===== src/rtl/sram_arb_pkg.sv =====
// Shared definitions for the SRAM arbiter slice.
// Arbitration mode follows the SRAM_ARB_RR_EN macro: defined selects
// round-robin, undefined selects fixed priority (lowest index wins).
package sram_arb_pkg;

    localparam int MaxN = 8;

    // Index width for n requesters, never narrower than one bit.
    function automatic int IdxW(input int n);
        return (n > 1) ? $clog2(n) : 1;
    endfunction

    // Route FIFO entry: requester index, sized for the largest supported N.
    typedef logic [$clog2(MaxN)-1:0] route_t;

    typedef enum logic {
        ARB_FIXED = 1'b0,
        ARB_RR    = 1'b1
    } arb_mode_e;

`ifdef SRAM_ARB_RR_EN
    localparam arb_mode_e ArbMode = ARB_RR;
`else
    localparam arb_mode_e ArbMode = ARB_FIXED;
`endif

endpackage


===== src/rtl/fifo_sync.sv =====
// Synchronous FIFO with combinational head read. Pass=1 lets a write fall
// through to the read side while the FIFO is empty.
module fifo_sync #(
    parameter int Width = 1,
    parameter int Depth = 2,
    parameter int Pass  = 0,
    localparam int CntW = $clog2(Depth + 1)
) (
    input  logic             clock,
    input  logic             reset,
    input  logic             wvalid,
    input  logic [Width-1:0] wdata,
    input  logic             rready,
    output logic             rvalid,
    output logic [Width-1:0] rdata,
    output logic [CntW-1:0]  count
);

    localparam int PtrW = (Depth > 1) ? $clog2(Depth) : 1;

    logic [Width-1:0] mem [Depth];
    logic [PtrW-1:0]  wr_ptr_reg, rd_ptr_reg;
    logic [CntW-1:0]  count_reg;
    logic             empty, full, push, pop;

    assign empty = (count_reg == '0);
    assign full  = (count_reg == CntW'(Depth));
    assign count = count_reg;

    if (Pass != 0) begin : g_pass
        assign rvalid = ~empty | wvalid;
        assign rdata  = empty ? wdata : mem[rd_ptr_reg];
        assign push   = wvalid & ~full & ~(empty & rready);
        assign pop    = rready & ~empty;
    end else begin : g_nopass
        assign rvalid = ~empty;
        assign rdata  = mem[rd_ptr_reg];
        assign push   = wvalid & ~full;
        assign pop    = rready & ~empty;
    end

    // Storage array: written at the tail, no reset needed.
    always_ff @(posedge clock) begin
        if (push) begin
            mem[wr_ptr_reg] <= wdata;
        end
    end

    // Pointers and occupancy; pointers wrap modulo Depth.
    always_ff @(posedge clock or negedge reset) begin
        if (!reset) begin
            wr_ptr_reg <= '0;
            rd_ptr_reg <= '0;
            count_reg  <= '0;
        end else begin
            if (push) begin
                wr_ptr_reg <= (wr_ptr_reg == PtrW'(Depth - 1)) ? '0 : wr_ptr_reg + 1'b1;
            end
            if (pop) begin
                rd_ptr_reg <= (rd_ptr_reg == PtrW'(Depth - 1)) ? '0 : rd_ptr_reg + 1'b1;
            end
            count_reg <= count_reg + CntW'(push) - CntW'(pop);
        end
    end

endmodule


===== src/rtl/sram_arb_rr.sv =====
// Combinational rotating-priority picker. With en=1 the search starts at ptr
// and wraps; with en=0 it starts at index 0 (plain fixed priority).
module sram_arb_rr
    import sram_arb_pkg::*;
#(
    parameter int N = 2
) (
    input  logic [N-1:0]         elig,
    input  logic [IdxW(N)-1:0]   ptr,
    input  logic                 en,
    output logic [N-1:0]         winner_oh,
    output logic [IdxW(N)-1:0]   winner_idx,
    output logic                 valid
);

    localparam int IW = IdxW(N);

    // Scan N positions starting at the base; the first eligible one wins.
    always_comb begin
        int base;
        int idx;
        winner_oh  = '0;
        winner_idx = '0;
        valid      = 1'b0;
        base       = en ? int'(ptr) : 0;
        idx        = 0;
        for (int k = 0; k < N; k++) begin
            idx = (base + k >= N) ? (base + k - N) : (base + k);
            if (!valid && elig[idx]) begin
                valid          = 1'b1;
                winner_oh[idx] = 1'b1;
                winner_idx     = IW'(idx);
            end
        end
    end

endmodule


===== src/rtl/sram_arbiter.sv =====
// N-to-1 arbiter for a single-ported SRAM. Reads are tracked in an in-order
// route FIFO so each rvalid_i is steered back to the requester that issued it.
// Define SRAM_ARB_RR_EN for round-robin; otherwise fixed priority (index 0 highest).
module sram_arbiter
    import sram_arb_pkg::*;
#(
    parameter int N           = 2,
    parameter int SramAw      = 12,
    parameter int SramDw      = 32,
    parameter int Outstanding = 2
) (
    input  logic                   clock,
    input  logic                   reset,
    input  logic [N-1:0]           req_i,
    output logic [N-1:0]           gnt_o,
    input  logic [N-1:0]           we_i,
    input  logic [N*SramAw-1:0]    addr_i,
    input  logic [N*SramDw-1:0]    wdata_i,
    input  logic [N*SramDw-1:0]    wmask_i,
    output logic [SramDw-1:0]      rdata_o,
    output logic [N-1:0]           rvalid_o,
    output logic [1:0]             rerror_o,
    output logic                   req_o,
    output logic                   we_o,
    output logic [SramAw-1:0]      addr_o,
    output logic [SramDw-1:0]      wdata_o,
    output logic [SramDw-1:0]      wmask_o,
    input  logic                   gnt_i,
    input  logic [SramDw-1:0]      rdata_i,
    input  logic                   rvalid_i,
    input  logic [1:0]             rerror_i,
    output logic                   err_o
);

    localparam int IW   = IdxW(N);
    localparam int CntW = $clog2(Outstanding + 1);

    logic [CntW-1:0]             count;
    logic                        full, empty, fifo_rvalid;
    logic [N-1:0]                elig, winner_oh;
    logic [IW-1:0]               winner_idx, head, rr_ptr;
    logic                        winner_valid, rr_en;
    logic                        sram_ack, push, pop;
    logic                        err_reg;
    route_t                      head_route;
    logic [N-1:0][SramAw-1:0]    addr_lane;
    logic [N-1:0][SramDw-1:0]    wdata_lane, wmask_lane;

    // Reads are held off once the route FIFO is full; writes never need a slot.
    assign full  = (count == CntW'(Outstanding));
    assign empty = ~fifo_rvalid;
    assign elig  = req_i & (we_i | {N{~full}});

    sram_arb_rr #(.N(N)) u_pick (
        .elig       (elig),
        .ptr        (rr_ptr),
        .en         (rr_en),
        .winner_oh  (winner_oh),
        .winner_idx (winner_idx),
        .valid      (winner_valid)
    );

    assign req_o    = winner_valid;
    assign we_o     = |(we_i & winner_oh);
    assign sram_ack = req_o & gnt_i;
    assign push     = sram_ack & ~we_o;
    assign pop      = rvalid_i & ~empty;

    assign rdata_o  = rdata_i;
    assign rerror_o = rerror_i;
    assign err_o    = err_reg;

    assign head_route = route_t'(head);

    // Per-lane gating of the winner's request fields, grant and read return.
    genvar gi;
    for (gi = 0; gi < N; gi++) begin : g_lane
        assign addr_lane[gi]  = winner_oh[gi] ? addr_i[gi*SramAw +: SramAw]  : '0;
        assign wdata_lane[gi] = winner_oh[gi] ? wdata_i[gi*SramDw +: SramDw] : '0;
        assign wmask_lane[gi] = winner_oh[gi] ? wmask_i[gi*SramDw +: SramDw] : '0;
        assign gnt_o[gi]      = winner_oh[gi] & sram_ack;
        assign rvalid_o[gi]   = pop & (head_route == route_t'(gi));
    end

    // OR-reduce the gated lanes; all zero when nobody wins.
    always_comb begin
        addr_o  = '0;
        wdata_o = '0;
        wmask_o = '0;
        for (int i = 0; i < N; i++) begin
            addr_o  = addr_o  | addr_lane[i];
            wdata_o = wdata_o | wdata_lane[i];
            wmask_o = wmask_o | wmask_lane[i];
        end
    end

`ifdef SRAM_ARB_RR_EN
    logic [IW-1:0] ptr_reg;

    // Priority pointer moves just past the winner on every accepted request.
    always_ff @(posedge clock or negedge reset) begin
        if (!reset) begin
            ptr_reg <= '0;
        end else if (sram_ack) begin
            ptr_reg <= (winner_idx == IW'(N - 1)) ? '0 : winner_idx + 1'b1;
        end
    end

    assign rr_ptr = ptr_reg;
    assign rr_en  = 1'b1;
`else
    assign rr_ptr = '0;
    assign rr_en  = 1'b0;
`endif

    fifo_sync #(
        .Width (IW),
        .Depth (Outstanding),
        .Pass  (0)
    ) u_route (
        .clock  (clock),
        .reset  (reset),
        .wvalid (push),
        .wdata  (winner_idx),
        .rready (rvalid_i),
        .rvalid (fifo_rvalid),
        .rdata  (head),
        .count  (count)
    );

    // Sticky flag for a read return that has no matching request.
    always_ff @(posedge clock or negedge reset) begin
        if (!reset) begin
            err_reg <= 1'b0;
        end else if (rvalid_i && empty) begin
            err_reg <= 1'b1;
        end
    end

    a_gnt_onehot: assert property (@(posedge clock) disable iff (!reset) $onehot0(gnt_o));
    a_fixed_lowest: assert property (@(posedge clock) disable iff (!reset)
        (ArbMode == ARB_RR) || (elig == '0) || (winner_oh == (elig & (~elig + 1'b1))));

endmodule

===== config.mk =====
export PLATFORM = sky130hd
export DESIGN_NAME = sram_arbiter
export DESIGN_NICKNAME = d
export VERILOG_FILES = /design/src/rtl/sram_arb_pkg.sv /design/src/rtl/fifo_sync.sv /design/src/rtl/sram_arb_rr.sv /design/src/rtl/sram_arbiter.sv
export SDC_FILE = /design/constraint.sdc
export NUM_CORES = 1
export LEC_CHECK = 0
export ABC_AREA = 1
export CAP_MARGIN = 0
export CORE_AREA = 10 10 113 115
export CTS_BUF_LIST = sky130_fd_sc_hd__clkbuf_16
export CTS_CLUSTER_DIAMETER = 40
export DETAILED_ROUTE_END_ITERATION = 16
export DIE_AREA = 0 0 123 125
export HOLD_SLACK_MARGIN = 0.08
export MAX_ROUTING_LAYER = met4
export PLACE_DENSITY = 0.67
export SETUP_SLACK_MARGIN = 0.4
export SKIP_LAST_GASP = 1
export SYNTH_ARGS = -nofsm -noshare
export SYNTH_HDL_FRONTEND = slang
export SYNTH_SLANG_ARGS = --single-unit

===== constraint.sdc =====
create_clock -name clock -period 1.9 [get_ports clock]
set_input_delay 0.19 -clock clock [delete_from_list [all_inputs] [get_ports clock]]
set_output_delay 0.19 -clock clock [all_outputs]
set_load 0.005 [all_outputs]

==> metrics.cfg <==
[synth]
ys_ff_latch=7
yosys_warnings=0
synth-seq-area-share=0.1278
synthesis.nets=372
synth_cells=176
synthDistinctLibCells=21
avgSynthCellArea_um2=8.232
syn-cell-area_um2=1449

[timing]
clock-skew-final_ps=1.995
setup_ws_ps=-77.36
rsz0062_at_grt=yes
hold_viol_final=0
slew-limit-headroom=0.8287
min_period_ps=1977
worstMarginPinSlew_ps=256.2
setup_tns_ps=-2387
slew_violations=0
fin_crit_sh=1.041
max_freq_mhz=505.7
setup_viol=45

[critical_path]
crit_type=register to primary output
crit_required_ps=1710
critPathMaxFanout=5
start_kind=register
worst-r2r-setup-slack_ps=250
path_cells=nand3_2 -> nand2_2 -> buf_6 -> nand2_4 -> inv_8 -> buf_6 -> buf_12 -> clkbuf_16 -> a22o_1 -> buf_2
cp_slowest_cell=dfrtp_1
r2r.worst_path.cells=11
cp_data_arrival_time_ps=1790
cpPeakStageDelay_ps=410
r2r_start=u_route.count[0]
critPathCaptureType=primary output
worstSetupStartpoint=u_route.count[1]
reg2reg_to=u_route.count[1]
endpoint=wmask_o[13]
critPathMostFrequentCell=buf_6

[clocking]
cts_tree=yes
holdBufCountCts=0
cts_inserted_buffers=3
cts_root_buf=clkbuf_16
clockBufferDepth=2
clkSinkCount=7
worstSkewPairLatency_ps=230
clk_pin_slew_ps=40
htree_levels=1

[detailed_routing]
routedWlPerCell_um=23.01
dr_wl_met2_um=6755
wl_met3_um=1027
drc=0
route.vias.total=2503
viasPerCell=4.454
top_layer_used=met4
wirelength_met1_um=4704
first_iter_violations=63
ant_nets=0
wirelength_um=12930
drt-pass1-iter-count=4

[global_routing]
grt_use_total=0.1502
antenna_found_initial=0
grt_pass1_vias=2800
grt.overflow.total=0
grt_max_degree=21
grt_pass1_wl_um=17210

[placement]
post-place-cells=519
dp_hpwl_um=9307
portBuffers=242
globalplace.congestion=0.8828

[floorplan]
io_pins=311
dieArea_um2=15380
start_util=0.1367
coreArea_um2=10600
dieHeight_um=125
dieWidth_um=123
row_count=38

[power]
pwr_density_cell_nw_per_um2=689.0
internal-power_mw=1.899
combPwrFrac=0.792
p_leak_nw=1.970
switchingPower_mw=1.029
ir_worst_vdd_mv=0.3450
power.share.clock=0.122
p_sw_frac=0.3514
pwr-share-seq=0.085

[cells_and_area]
area.sequential_um2=185.2
final_cells=562
multi_input_area_um2=908.4
antenna_cells=0
mostFrequentLayoutCells=clkdlybuf4s50_1, a22o_1, buf_2, buf_4, buf_12
final_util=0.4008
drive_above_1_share=0.3649
layout_commonest_cell=clkdlybuf4s50_1
fillers=1064
syn2layout_area_growth_pct=193.3
final_nets=619

[status]
violations=setup timing
status=complete, but fails checks

[flow_run]
cap_violations=0

[worst_hold_path]
hold_path.class=input pin to asynchronous set/reset pin

==> cell usage after synthesis (all sizes together) <==
library cell  count  area [µm²]
a22o             76       665.6
buf              48       374.1
inv              14       52.55
nand2             8       35.03
nor2              6       22.52
dfrtp             5       125.1
nand3             4       20.02
clkbuf            2       7.510
edfxtp            2       60.06
ha                2       25.02
o21ai             2       10.01
xnor2             2       17.52
a21o              1       7.510
a21oi             1       5.000
nand4             1       6.260
or2               1       6.260
xor2              1       8.760
==> cell type report <==
type | instances | share of cell area
Tap cell | 140 | 0.04122
Inverter | 14 | 0.01708
Multi-Input combinational cell | 105 | 0.2138
Clock buffer | 3 | 0.01767
Sequential cell | 7 | 0.04358
Clock inverter | 1 | 0.0008834
Timing Repair Buffer | 292 | 0.6658
==> routing by layer <==
layer	track usage	vias up
met5	-	-
met4	0.04798	0
met3	0.03690	38
met2	0.2767	183
met1	0.1501	1151
li1	-	1131
==> worst min path at each step <==
stage / from / endpoint / slack [ps] / depth (start not counted)
2_1_floorplan: reset / err_o / -110 / 0
3_3_place_gp: rdata_i[17] / rdata_o[17] / 380 / 0
3_5_place_dp: rdata_i[17] / rdata_o[17] / 380 / 0
4_1_cts: reset / err_o / 210 / 1
5_1_grt: reset / u_route.wr_ptr_reg / 220 / 1
6_report: reset / u_route.wr_ptr_reg / 190 / 1
==> critical path: cells and delay by family, from the launching register on <==
family / cells / cell delay, ps
buffers and inverters: 6 / 690
AND/OR/NAND/NOR: 3 / 270
flip-flops: 1 / 410
AO/OA/AOI/OAI: 1 / 180
==> through the flow <==
stage               total power, mW  worst slack [ps]  hold slack, ps  area, µm²
finish                        2.927            -77.36           192.0       4249
global route                  3.113            -121.1           215.4       4249
detailed placement            2.135            -257.7           380.0       3797
floorplan                     1.019             485.0          -105.6       1449
CTS                           2.747            -62.00           205.5       4080
global placement              2.104            -259.2           380.0       3797
==> power groups by stage <==
stage / combinational, mW / clock, mW / sequential (mW)
2_1_floorplan: 0.776 / 0 / 0.243
3_3_place_gp: 1.86 / 0 / 0.241
3_5_place_dp: 1.89 / 0 / 0.243
4_1_cts: 2.15 / 0.356 / 0.245
5_1_grt: 2.49 / 0.370 / 0.254
6_report: 2.32 / 0.357 / 0.250
==> kinds of logic after synthesis <==
| family | after synthesis | share of synthesized area |
|---|---|---|
| flops | 7 | 0.1278 |
| fa+ha+maj | 2 | 0.01727 |
| buf+inv | 64 | 0.2997 |
| compound gates | 80 | 0.4750 |
| simple gates | 20 | 0.06218 |
| xor+xnor | 3 | 0.01814 |
==> repair_timing <==
action	in CTS	in global routing
buffers inserted	21	6
setup endpoints to repair	86	88
pin swaps	14	15
gates cloned	7	5
resized for setup	335	41
Power figures use the tool's default switching activity.
